===== src/rtl/k12a_spi_slave.sv =====
// k12a_spi_slave -- SPI mode-0 responder (CPOL=0, CPHA=0, MSB first).
//
// The SPI pins are asynchronous to cpu_clock. They are oversampled through
// 2-flop synchronisers. A third flop on sck and cs_n provides edge detection,
// so a pin edge becomes an internal event three cpu_clock cycles later.
// The host side is a byte interface. A TX holding register is consumed at
// every byte boundary, and an RX holding register carries valid/ack
// handshaking plus a sticky overrun flag.
//
// Ports:
//   cpu_clock, reset_n      system clock, asynchronous active-low reset
//   spi_sck/cs_n/mosi       SPI pins from the master (asynchronous)
//   spi_miso, spi_miso_oe   serial data to the master and its output enable
//   tx_data, tx_write       host byte to send and its load strobe
//   tx_pending              TX holding register not yet consumed
//   rx_data, rx_valid       last received byte and its valid flag
//   rx_ack                  host strobe that clears rx_valid
//   overrun, overrun_clear  sticky "byte lost while rx_valid" flag and its clear
//   busy                    selected with a byte partly shifted
module k12a_spi_slave #(
  parameter logic [7:0] TX_IDLE_BYTE = 8'hFF
) (
  input  logic       cpu_clock,
  input  logic       reset_n,
  input  logic       spi_sck,
  input  logic       spi_cs_n,
  input  logic       spi_mosi,
  output logic       spi_miso,
  output logic       spi_miso_oe,
  input  logic [7:0] tx_data,
  input  logic       tx_write,
  output logic       tx_pending,
  output logic [7:0] rx_data,
  output logic       rx_valid,
  input  logic       rx_ack,
  output logic       overrun,
  input  logic       overrun_clear,
  output logic       busy
);

  typedef enum logic {IDLE, ACTIVE} state_t;

  state_t      state_q, state_d;

  // In each pipe, [0] is the metastability flop, [1] is the synchronised
  // level, and [2] is the previous synchronised level for edge detection.
  logic [2:0]  sck_pipe;
  logic [2:0]  cs_pipe;
  logic [1:0]  mosi_pipe;

  logic        sck_rise, sck_fall, cs_fall, cs_rise, mosi_sync;

  logic [7:0]  tx_hold;
  logic [7:0]  tx_shift;
  logic [7:0]  tx_load_byte;
  logic [6:0]  rx_shift;
  logic [7:0]  rx_byte;
  logic [2:0]  bit_cnt;

  logic        load_tx, shift_tx, sample_rx, byte_done, select, deselect;

  // ---------------------------------------------------------------------
  // Pin synchronisers. Reset to the idle bus levels (sck low, cs_n high)
  // so that releasing reset never fabricates an edge.
  // ---------------------------------------------------------------------
  // NOTE: sequential state uses non-blocking assignments only, so every flop
  // samples the pre-edge value of its neighbours and the synchroniser chain
  // really is three stages long.
  always_ff @(posedge cpu_clock or negedge reset_n) begin
    if (!reset_n) begin
      sck_pipe  <= 3'b000;
      cs_pipe   <= 3'b111;
      mosi_pipe <= 2'b00;
    end else begin
      sck_pipe  <= {sck_pipe[1:0], spi_sck};
      cs_pipe   <= {cs_pipe[1:0], spi_cs_n};
      mosi_pipe <= {mosi_pipe[0], spi_mosi};
    end
  end

  assign sck_rise  =  sck_pipe[1] & ~sck_pipe[2];
  assign sck_fall  = ~sck_pipe[1] &  sck_pipe[2];
  assign cs_fall   = ~cs_pipe[1]  &  cs_pipe[2];
  assign cs_rise   =  cs_pipe[1]  & ~cs_pipe[2];
  assign mosi_sync =  mosi_pipe[1];

  // Byte that any shift-register load uses. A tx_write in the same cycle
  // only updates tx_hold afterwards, so the old contents are loaded.
  assign tx_load_byte = tx_pending ? tx_hold : TX_IDLE_BYTE;
  assign rx_byte      = {rx_shift, mosi_sync};

  // ---------------------------------------------------------------------
  // State machine
  // ---------------------------------------------------------------------
  always_ff @(posedge cpu_clock or negedge reset_n) begin
    if (!reset_n) state_q <= IDLE;
    else          state_q <= state_d;
  end

  // NOTE: every signal written here gets a default first. Otherwise, a path
  // that does not assign it would infer a latch.
  always_comb begin
    state_d   = state_q;
    load_tx   = 1'b0;
    shift_tx  = 1'b0;
    sample_rx = 1'b0;
    select    = 1'b0;
    deselect  = 1'b0;
    unique case (state_q)
      IDLE: begin
        // SCK edges are ignored here. Only a select wakes the responder.
        if (cs_fall) begin
          state_d = ACTIVE;
          select  = 1'b1;
          load_tx = 1'b1;
        end
      end
      ACTIVE: begin
        // Deselect wins over any SCK edge seen in the same cycle.
        if (cs_rise) begin
          state_d  = IDLE;
          deselect = 1'b1;
        end else begin
          sample_rx = sck_rise;
          if (sck_fall) begin
            // The falling edge after the 8th bit (count wrapped to 0) sets
            // up the next byte of a burst instead of shifting.
            if (bit_cnt == 3'd0) load_tx  = 1'b1;
            else                 shift_tx = 1'b1;
          end
        end
      end
      default: state_d = IDLE;
    endcase
  end

  assign byte_done = sample_rx && (bit_cnt == 3'd7);
  assign busy      = (state_q == ACTIVE) && (bit_cnt != 3'd0);

  // ---------------------------------------------------------------------
  // Transmit path: holding register, shift register, MISO driver
  // ---------------------------------------------------------------------
  // NOTE: the data registers (tx_hold, tx_shift, rx_shift) are reset
  // together with the control flops. They are small, and a known value keeps
  // MISO defined if the master clocks before the host has written anything.
  always_ff @(posedge cpu_clock or negedge reset_n) begin
    if (!reset_n) begin
      tx_hold     <= 8'h00;
      tx_pending  <= 1'b0;
      tx_shift    <= 8'h00;
      spi_miso    <= 1'b0;
      spi_miso_oe <= 1'b0;
    end else begin
      // A write during a load re-arms pending for the next byte boundary.
      if (tx_write) begin
        tx_hold    <= tx_data;
        tx_pending <= 1'b1;
      end else if (load_tx) begin
        tx_pending <= 1'b0;
      end

      if (load_tx)       tx_shift <= tx_load_byte;
      else if (shift_tx) tx_shift <= {tx_shift[6:0], 1'b0};

      if (select) begin
        spi_miso_oe <= 1'b1;
        spi_miso    <= tx_load_byte[7];
      end else if (deselect) begin
        spi_miso_oe <= 1'b0;
        spi_miso    <= 1'b0;
      end else if (state_q == ACTIVE) begin
        spi_miso    <= tx_shift[7];
      end
    end
  end

  // ---------------------------------------------------------------------
  // Receive path: bit counter, shift register, holding register, overrun
  // ---------------------------------------------------------------------
  always_ff @(posedge cpu_clock or negedge reset_n) begin
    if (!reset_n) begin
      bit_cnt  <= 3'd0;
      rx_shift <= 7'h00;
      rx_data  <= 8'h00;
      rx_valid <= 1'b0;
      overrun  <= 1'b0;
    end else begin
      // Partial bits are discarded on deselect simply by zeroing the count.
      // rx_shift is fully refilled before its next use.
      if (select || deselect) bit_cnt <= 3'd0;
      else if (sample_rx)     bit_cnt <= bit_cnt + 3'd1;

      if (sample_rx) rx_shift <= rx_byte[6:0];

      // An ack in the same cycle as completion frees the slot in time.
      if (byte_done && (!rx_valid || rx_ack)) begin
        rx_data  <= rx_byte;
        rx_valid <= 1'b1;
      end else if (rx_ack) begin
        rx_valid <= 1'b0;
      end

      // A new overrun event takes priority over a simultaneous clear.
      if (byte_done && rx_valid && !rx_ack) overrun <= 1'b1;
      else if (overrun_clear)               overrun <= 1'b0;
    end
  end

endmodule


===== config.mk =====
export PLATFORM = sky130hd
export DESIGN_NAME = k12a_spi_slave
export DESIGN_NICKNAME = d
export VERILOG_FILES = /design/src/rtl/k12a_spi_slave.sv
export SDC_FILE = /design/constraint.sdc
export NUM_CORES = 1
export LEC_CHECK = 0
export CAP_MARGIN = 20
export CORE_AREA = 2 2 68 70
export DETAILED_ROUTE_END_ITERATION = 8
export DIE_AREA = 0 0 70 72
export PLACE_DENSITY = 0.81
export RECOVER_POWER = 50
export SYNTH_ARGS = -nofsm -noshare
export SYNTH_HDL_FRONTEND = slang
export SYNTH_SLANG_ARGS = --single-unit

===== constraint.sdc =====
create_clock -name cpu_clock -period 2.1 [get_ports cpu_clock]
set_input_delay 0.63 -clock cpu_clock [delete_from_list [all_inputs] [get_ports cpu_clock]]
set_output_delay 0.63 -clock cpu_clock [all_outputs]
set_load 0.02 [all_outputs]

After elaboration in Yosys (flattened, before gate mapping) --
Index checks and enable logic that the tools add are counted.
Word-level totals: input port bits 16, output and inout port bits 14, register bits after elaboration 48, word-level logic and storage cells 75
Operators by class: reduce and logical (&&, ||, !) cells 18, mux-type cells 32, eq/ne operators 1, $add $sub $neg 1, bitwise operators 9
Operator list (count):
- $mux W1 | 25
- $mux W8 | 3
- $reduce_bool A2 Y1 | 6
- $mux W3 | 2
- $reduce_bool A3 Y1 | 2
- $logic_and A1 B1 Y1 | 5
- $not A1 Y1 | 5
- $and A1 B1 Y1 | 4
- $pmux W1 S2 | 2
- $add A3 B1 Y3 const B | 1
- $eq A3 B3 Y1 const B | 1
- $logic_not A3 Y1 | 1
- $logic_not A1 Y1 | 2
- $logic_or A1 B1 Y1 | 2

Depth between registers and ports, before layout --
Gate-level depths: netlist (run 1).
depth after elaboration 8, gate-level depth with buffers 7, mapped depth without buffers 5

Worst setup path before layout (run 1) --
No wires, ideal clock.
path kind register to output, start register bit_cnt[0], end output busy, arrival time 1.404 ns, buffers on the path 2, stages on the path, launching flop included 7, path slack 0.066 ns, path through dfrtp_1 inv_1 ha_1 nand2b_1 clkbuf_1 clkbuf_1 and2_1
On the way: longest elaborated chain between the ends 2
RTL lines:
- start: declaration | RTL line 58 | logic [2:0] bit_cnt;
- start signal: assignment | RTL line 191 | else if (sample_rx) bit_cnt <= bit_cnt + 3'd1;
- $reduce_bool A3 Y1 | RTL line 138 | assign busy = (state_q == ACTIVE) && (bit_cnt != 3'd0);
- $logic_and A1 B1 Y1 | RTL line 138
- end: declaration | RTL line 38 | output logic busy
No other way between the ends.

Worst setup path after layout (run 1) --
Ends and elaborated chain as after synthesis.

==> results of run 1 <==
-- worst max-delay path, cell delays in order, from the launching register on --
cell and delay, ns:
dfrtp_1 0.39, inv_1 0.08, ha_1 0.14, nand2b_1 0.09, and2_1 0.16, buf_2 0.15
-- metrics by stage --
| stage | power [W] | utilization |
|---|---|---|
| floorplan | 0.00142 | - |
| global placement | 0.00156 | 0.572 |
| detailed placement | 0.00157 | 0.572 |
| CTS | 0.00248 | 0.609 |
| global route | 0.00256 | 0.607 |
| finish | 0.00245 | 0.607 |
-- kinds of logic (layout without fill, tap and decap cells) --
group | count (synthesis) | after routing | synth area share
fa+ha+maj | 3 | 3 | 0.0181
simple gates | 41 | 41 | 0.123
flops | 48 | 48 | 0.580
buf+inv | 25 | 59 | 0.0554
mux | 19 | 19 | 0.105
compound gates | 37 | 37 | 0.119
-- routing by layer --
metal | vias to the layer above | track usage
met5 | - | 0
met4 | 0 | 0.0897
met3 | 5 | 0.0278
met2 | 23 | 0.275
met1 | 704 | 0.214
li1 | 683 | -
-- flip-flops by register name, summed over array words and instances (netlist names) --
| signal | count |
|---|---|
| tx_pending | 1 |
| bit_cnt | 3 |
| rx_shift | 7 |
| rx_data | 8 |
| tx_hold | 8 |
| state_q | 1 |
| spi_miso_oe | 1 |
| spi_miso | 1 |
| cs_pipe | 3 |
| tx_shift | 8 |
| sck_pipe | 3 |
| rx_valid | 1 |
| overrun | 1 |
| mosi_pipe | 2 |
-- report_power, final --
part           total (W)  switching, W  internal, W  leakage, nW
clock network   0.000896      0.000301     0.000595       0.0784
logic           0.000401      0.000185     0.000215        0.530
registers        0.00115     0.0000872      0.00106        0.592
total            0.00245      0.000574      0.00187         1.20
-- Yosys cell counts (2+ instances only) --
master    instances
a21o_1            2
a21oi_1           8
a22o_1            5
a31oi_1           6
and2_1            2
buf_6             2
clkbuf_1          9
clkbuf_2          2
dfrtp_1          45
dfstp_2           3
ha_1              3
inv_1            11
mux2_2           18
nand2_1           7
nand2b_1          2
nand3_1           9
nor2_1            3
nor4_1            6
o211ai_1          3
o21ai_0           7
-- what timing repair did --
action,4_1_cts,5_1_grt
hold buffers,0,0
cloned,0,0
endpoints found under the setup margin,1,1
gates resized for setup,3,1
-- cell type report --
type                    count  share of cell area
flip-flops and latches     48               0.465
well taps                  52              0.0251
multi-input cells         100               0.293
clock inverters             3              0.0348
clock buffers               5              0.0266
repair buffers             40               0.139
inverters                  11              0.0159
-- worst min-delay path by stage --
stage                          startpoint                endpoint  slack [ns]  depth (start not counted)
CTS                 sck_pipe[0]$_DFF_PN0_   sck_pipe[1]$_DFF_PN0_        0.36                          0
global placement    sck_pipe[0]$_DFF_PN0_   sck_pipe[1]$_DFF_PN0_        0.33                          0
finish              sck_pipe[0]$_DFF_PN0_   sck_pipe[1]$_DFF_PN0_        0.35                          0
detailed placement  sck_pipe[0]$_DFF_PN0_   sck_pipe[1]$_DFF_PN0_        0.33                          0
global route        sck_pipe[0]$_DFF_PN0_   sck_pipe[1]$_DFF_PN0_        0.37                          0
floorplan                         reset_n  bit_cnt[0]$_DFFE_PN0P_        0.33                          0
==> out/qor.tcl, run 1 <==
set qor(timing_worst_setup_path_type) {flip-flop to output pin}
set qor(die_width_microns) 70
set qor(postLayoutCellArea_sq_mm) 0.00259
set qor(grt_pass1_wl_microns) 6630
set qor(total_instance_count_after_detailed_placement) 251
set qor(cts-htree-levels) 2
set qor(grtUsageTotal) 0.167
set qor(cp.arrival_ns) 1.32
set qor(route.top_layer_used) {met4}
set qor(dp_hpwl_microns) 2550
set qor(worst_r2r_endpoint) {tx_shift[0]$_DFFE_PN0P_}
set qor(cp.required_ns) 1.47
set qor(number_of_antenna_violations_at_the_first_check_in_global_routing) 0
set qor(r2r.worst_path.cells) 4
set qor(critPathLaunchType) {flip-flop}
set qor(p_per_area_mw_per_mm2) 946
set qor(slew_violations) 0
set qor(pre_cts_slack_ns) 0.0427
set qor(yosysSeqAreaShare) 0.580
set qor(final.setup_skew_ns) 0.00788
set qor(route.final.wire_length_microns) 3780
set qor(syn-mean-instance-area_sq_um) 12.0
set qor(syn-cell-area_sq_mm) 0.00208
set qor(gr-total-overflow) 0
set qor(synth_top_area_cell) {dfrtp_1}
set qor(remaining_drc_errors) 0
set qor(finalNonFillerCells) 259
set qor(cts.path.max_buffers) 2
set qor(fin_nets) 225
set qor(run_status) {finished clean}
set qor(detailroute.wirelength.met2_microns) 1950
set qor(port_buffer_cells) 29
set qor(met3WireLength_microns) 88
set qor(placementRows) 24
set qor(mostFrequentLayoutCell) {dfrtp_1}
set qor(top_area_cells_in_the_synthesized_netlist) {dfrtp_1 (54%), mux2_2 (9.8%), dfstp_2 (3.8%)}
set qor(ctsRootBufferMaster) {clkbuf_8}
set qor(hold_viol_final) 0
set qor(detail-route-antenna-nets) 0
set qor(io_pins) 30
set qor(p_leak_nw) 1.20
set qor(setup_tns_ns) 0
set qor(rsz0062_at_grt) {false}
set qor(iteration_0_drc_markers) 71
set qor(synth_cells) 173
set qor(die_height_microns) 72
set qor(dr_total_vias) 1415
set qor(pin_count_of_the_biggest_net_entering_global_routing) 49
set qor(post_dp_cell_area_sq_mm) 0.00244
set qor(grt_pass1_vias) 1440
set qor(setup_crit_end) {busy}
set qor(yosysUniqueCellTypes) 40
set qor(vias_per_cell) 5.46
set qor(fraction_of_layout_instances_using_a_drive_strength_above_1) 0.227
set qor(design.die.area_sq_mm) 0.00504
set qor(ys.flop_type) {dfrtp_1}
set qor(initial_core_util) 0.487
set qor(area_of_combinational_cells_with_multiple_inputs_sq_um) 758
set qor(final_period_minus_worst_setup_slack_ns) 1.95
set qor(met1Wirelength_microns) 1670
set qor(area.sequential_sq_mm) 0.00120
set qor(tightestPinTransition_ns) 1.11
set qor(synth-async-reset-ratio) 1.00
set qor(detail_route.wl_per_cell_microns) 14.6
set qor(fill_cells) 351
set qor(core_area_sq_mm) 0.00426
set qor(worst_slack_ns) 0.152
set qor(drv.max_cap_violation_count) 0
set qor(power.ir.vdd_worst_mv) 0.664
set qor(worstPathMaxFanout) 2
set qor(layout.cells.most_common_list) {dfrtp_1 (45), clkdlybuf4s50_1 (24), mux2_2 (18)}
set qor(final_min_period_over_clock_period) 0.928
set qor(cp-startpoint) {bit_cnt[0]$_DFFE_PN0P_}
set qor(finalSetupViolCount) 0
set qor(clkSlewWorstSetupHoldPaths_ns) 0.09
set qor(number_of_warnings_issued_by_yosys) 0
set qor(synth-edff-count) 0
set qor(tritoncts) {done}
set qor(globalplace.congestion) 0.794
set qor(first_pass_iters) 4
set qor(reg2reg_from) {state_q$_DFF_PN0_}
set qor(clock_insertion_delay_worst_skew_ns) 0.30
set qor(post-synth-top-area-fraction) 0.542
set qor(synth.ff_latch_count) 48
set qor(post_cts_buffers) 0
set qor(syn_nets) 192
set qor(whs_ns) 0.355
set qor(cts_buffers) 5
set qor(r2r_slack_ns) 0.23
set qor(cts_sink_count) 48
set qor(area_grow_syn2layout_pct) 24.6
set qor(clock.fmax_ghz) 0.513
set qor(crit_path_end_kind) {output pin}
set qor(hold_class) {flip-flop to flip-flop}
set qor(diodes) 0
set qor(max-slew-margin-rel) 0.259
Power figures use the tool's default switching activity.
==> run 2: changes to the inputs <==
--- a/config.mk
+++ b/config.mk
@@ -7,6 +7,7 @@
 export LEC_CHECK = 0
 export CAP_MARGIN = 20
 export CORE_AREA = 2 2 68 70
+export CTS_BUF_LIST = sky130_fd_sc_hd__clkbuf_2
 export DETAILED_ROUTE_END_ITERATION = 8
 export DIE_AREA = 0 0 70 72
 export PLACE_DENSITY = 0.81
==> out/qor.tcl, run 2 (synthesis results as in run 1) <==
set qor(worst_slack_ns) 0.0537 ;# was 0.152 ns
set qor(cts.path.max_buffers) 2 ;# unchanged
set qor(first_pass_iters) 4 ;# unchanged
set qor(area_grow_syn2layout_pct) 26.6 ;# was 24.6%
set qor(grt_pass1_wl_microns) 6600 ;# was 6630 microns
set qor(pre_cts_slack_ns) 0.0427 ;# unchanged
set qor(max-slew-margin-rel) 0.246 ;# was 0.259
set qor(number_of_antenna_violations_at_the_first_check_in_global_routing) 0 ;# unchanged
set qor(critPathLaunchType) {flip-flop} ;# unchanged
set qor(final.setup_skew_ns) 0.0176 ;# was 0.00788 ns
set qor(layout.cells.most_common_list) {dfrtp_1 (45), mux2_2 (18), buf_4 (15)} ;# was dfrtp_1 (45), clkdlybuf4s50_1 (24), mux2_2 (18)
set qor(grtUsageTotal) 0.163 ;# was 0.167
set qor(finalSetupViolCount) 0 ;# unchanged
set qor(pin_count_of_the_biggest_net_entering_global_routing) 49 ;# unchanged
set qor(fill_cells) 339 ;# was 351
set qor(clkSlewWorstSetupHoldPaths_ns) 0.24 ;# was 0.09 ns
set qor(cp.required_ns) 1.47 ;# about the same
set qor(hold_viol_final) 0 ;# unchanged
set qor(crit_path_end_kind) {output pin} ;# unchanged
set qor(iteration_0_drc_markers) 88 ;# was 71
set qor(cp.arrival_ns) 1.42 ;# was 1.32 ns
set qor(biggestRegsByFlops) {rx_data x8, tx_hold x8, tx_shift x8} ;# unchanged
set qor(cts_sink_count) 48 ;# unchanged
set qor(design.die.area_sq_mm) 0.00504 ;# unchanged
set qor(globalplace.congestion) 0.794 ;# unchanged
set qor(die_width_microns) 70 ;# unchanged
set qor(hold_class) {flip-flop to flip-flop} ;# unchanged
set qor(p_leak_nw) 1.42 ;# was 1.20 nW
set qor(mostFrequentLayoutCell) {dfrtp_1} ;# unchanged
set qor(fraction_of_layout_instances_using_a_drive_strength_above_1) 0.256 ;# was 0.227
set qor(route.final.wire_length_microns) 3790 ;# was 3780 microns
set qor(dr_total_vias) 1458 ;# was 1415
set qor(cts_hold_repair.buffers) 0 ;# unchanged
set qor(finalNonFillerCells) 263 ;# was 259
set qor(cts_buffers) 5 ;# unchanged
set qor(core_area_sq_mm) 0.00426 ;# unchanged
set qor(diodes) 0 ;# unchanged
set qor(run_status) {finished clean} ;# unchanged
set qor(grt_pass1_vias) 1461 ;# was 1440
set qor(slew_violations) 0 ;# unchanged
set qor(total_instance_count_after_detailed_placement) 251 ;# unchanged
set qor(cts-htree-levels) 2 ;# unchanged
set qor(io_pins) 30 ;# unchanged
set qor(tightestPinTransition_ns) 1.13 ;# was 1.11 ns
set qor(p_per_area_mw_per_mm2) 879 ;# was 946 mW/mm^2
set qor(drv.max_cap_violation_count) 0 ;# unchanged
set qor(fin_nets) 229 ;# was 225
set qor(port_buffer_cells) 29 ;# unchanged
set qor(tritoncts) {done} ;# unchanged
set qor(detail_route.wl_per_cell_microns) 14.4 ;# was 14.6 microns
set qor(initial_core_util) 0.487 ;# unchanged
set qor(final_period_minus_worst_setup_slack_ns) 2.05 ;# was 1.95 ns
set qor(dp_hpwl_microns) 2550 ;# unchanged
set qor(clock_insertion_delay_worst_skew_ns) 0.42 ;# was 0.30 ns
set qor(detail-route-antenna-nets) 0 ;# unchanged
set qor(final_min_period_over_clock_period) 0.974 ;# was 0.928
set qor(rsz0062_at_grt) {true} ;# was false
set qor(die_height_microns) 72 ;# unchanged
set qor(vias_per_cell) 5.54 ;# was 5.46
set qor(worstPathMaxFanout) 2 ;# unchanged
set qor(timing_worst_setup_path_type) {flip-flop to output pin} ;# unchanged
set qor(remaining_drc_errors) 0 ;# unchanged
set qor(ctsRootBufferMaster) {clkbuf_2} ;# was clkbuf_8
set qor(placementRows) 24 ;# unchanged
set qor(power.ir.vdd_worst_mv) 0.481 ;# was 0.664 mV
set qor(clock.fmax_ghz) 0.489 ;# was 0.513 GHz
set qor(gr-total-overflow) 0 ;# unchanged
==> run 2: layout make-up <==
class | count | area (sq um) | area share
Sequential cell | 48 | 1200 | 0.458
Tap cell | 52 | 65.1 | 0.0247
Clock buffer | 5 | 25.0 | 0.00951
Inverter | 11 | 41.3 | 0.0157
Timing Repair Buffer | 44 | 425 | 0.162
Clock inverter | 3 | 90.1 | 0.0343
Multi-Input combinational cell | 100 | 778 | 0.296
==> run 2: routing by layer <==
| metal | GRT usage | up-vias | wire, microns |
|---|---|---|---|
| met5 | 0 | - | 0 |
| met4 | 0.0513 | 0 | 47 |
| met2 | 0.271 | 31 | 1940 |
| met3 | 0.0361 | 5 | 129 |
| met1 | 0.217 | 728 | 1670 |
| li1 | - | 694 | - |
==> run 2: final timing paths <==
| path | startpoint | to | slack [ns] | cells after the start |
|---|---|---|---|---|
| max in group asynchronous | reset_n | tx_pending$_DFFE_PN0P_ | 0.94 | 2 |
| min reg2reg | sck_pipe[0]$_DFF_PN0_ | sck_pipe[1]$_DFF_PN0_ | 0.38 | 0 |
| max reg2reg | state_q$_DFF_PN0_ | tx_shift[0]$_DFFE_PN0P_ | 0.22 | 4 |
| min in group asynchronous | reset_n | bit_cnt[1]$_DFFE_PN0P_ | 0.47 | 2 |
| max | bit_cnt[1]$_DFFE_PN0P_ | busy | 0.05 | 5 |
| min | sck_pipe[0]$_DFF_PN0_ | sck_pipe[1]$_DFF_PN0_ | 0.38 | 0 |
==> run 2: per-stage QoR <==
| step | total power [W] | cell area [sq um] | hold slack, ns | utilization | setup TNS [ns] |
|---|---|---|---|---|---|
| floorplan | 0.00142 | 2080 | 0.331 | - | 0 |
| global placement | 0.00156 | 2440 | 0.332 | 0.572 | 0 |
| detailed placement | 0.00157 | 2440 | 0.335 | 0.572 | 0 |
| CTS | 0.00231 | 2570 | 0.254 | 0.603 | 0 |
| global route | 0.00243 | 2630 | 0.401 | 0.617 | -0.00440 |
| finish | 0.00231 | 2630 | 0.381 | 0.617 | 0 |
==> run 2: power by group <==
part,internal (W),total [W],switching (W)
Clock,0.000439,0.000729,0.000290
Combinational,0.000236,0.000432,0.000196
Sequential,0.00106,0.00115,0.0000867
Total,0.00174,0.00231,0.000572
==> run 2: worst max-delay path: stages (launching register included) <==
cell      delay, ns
dfrtp_1        0.43
inv_1          0.09
ha_4           0.14
nand2b_4       0.06
and2_1         0.13
buf_4          0.15
==> run 2: timing repair <==
item,CTS,global route
buffers inserted,3,1
pin swaps,1,0
resized for setup,5,17
cloned,0,0
setup endpoints to repair,1,14
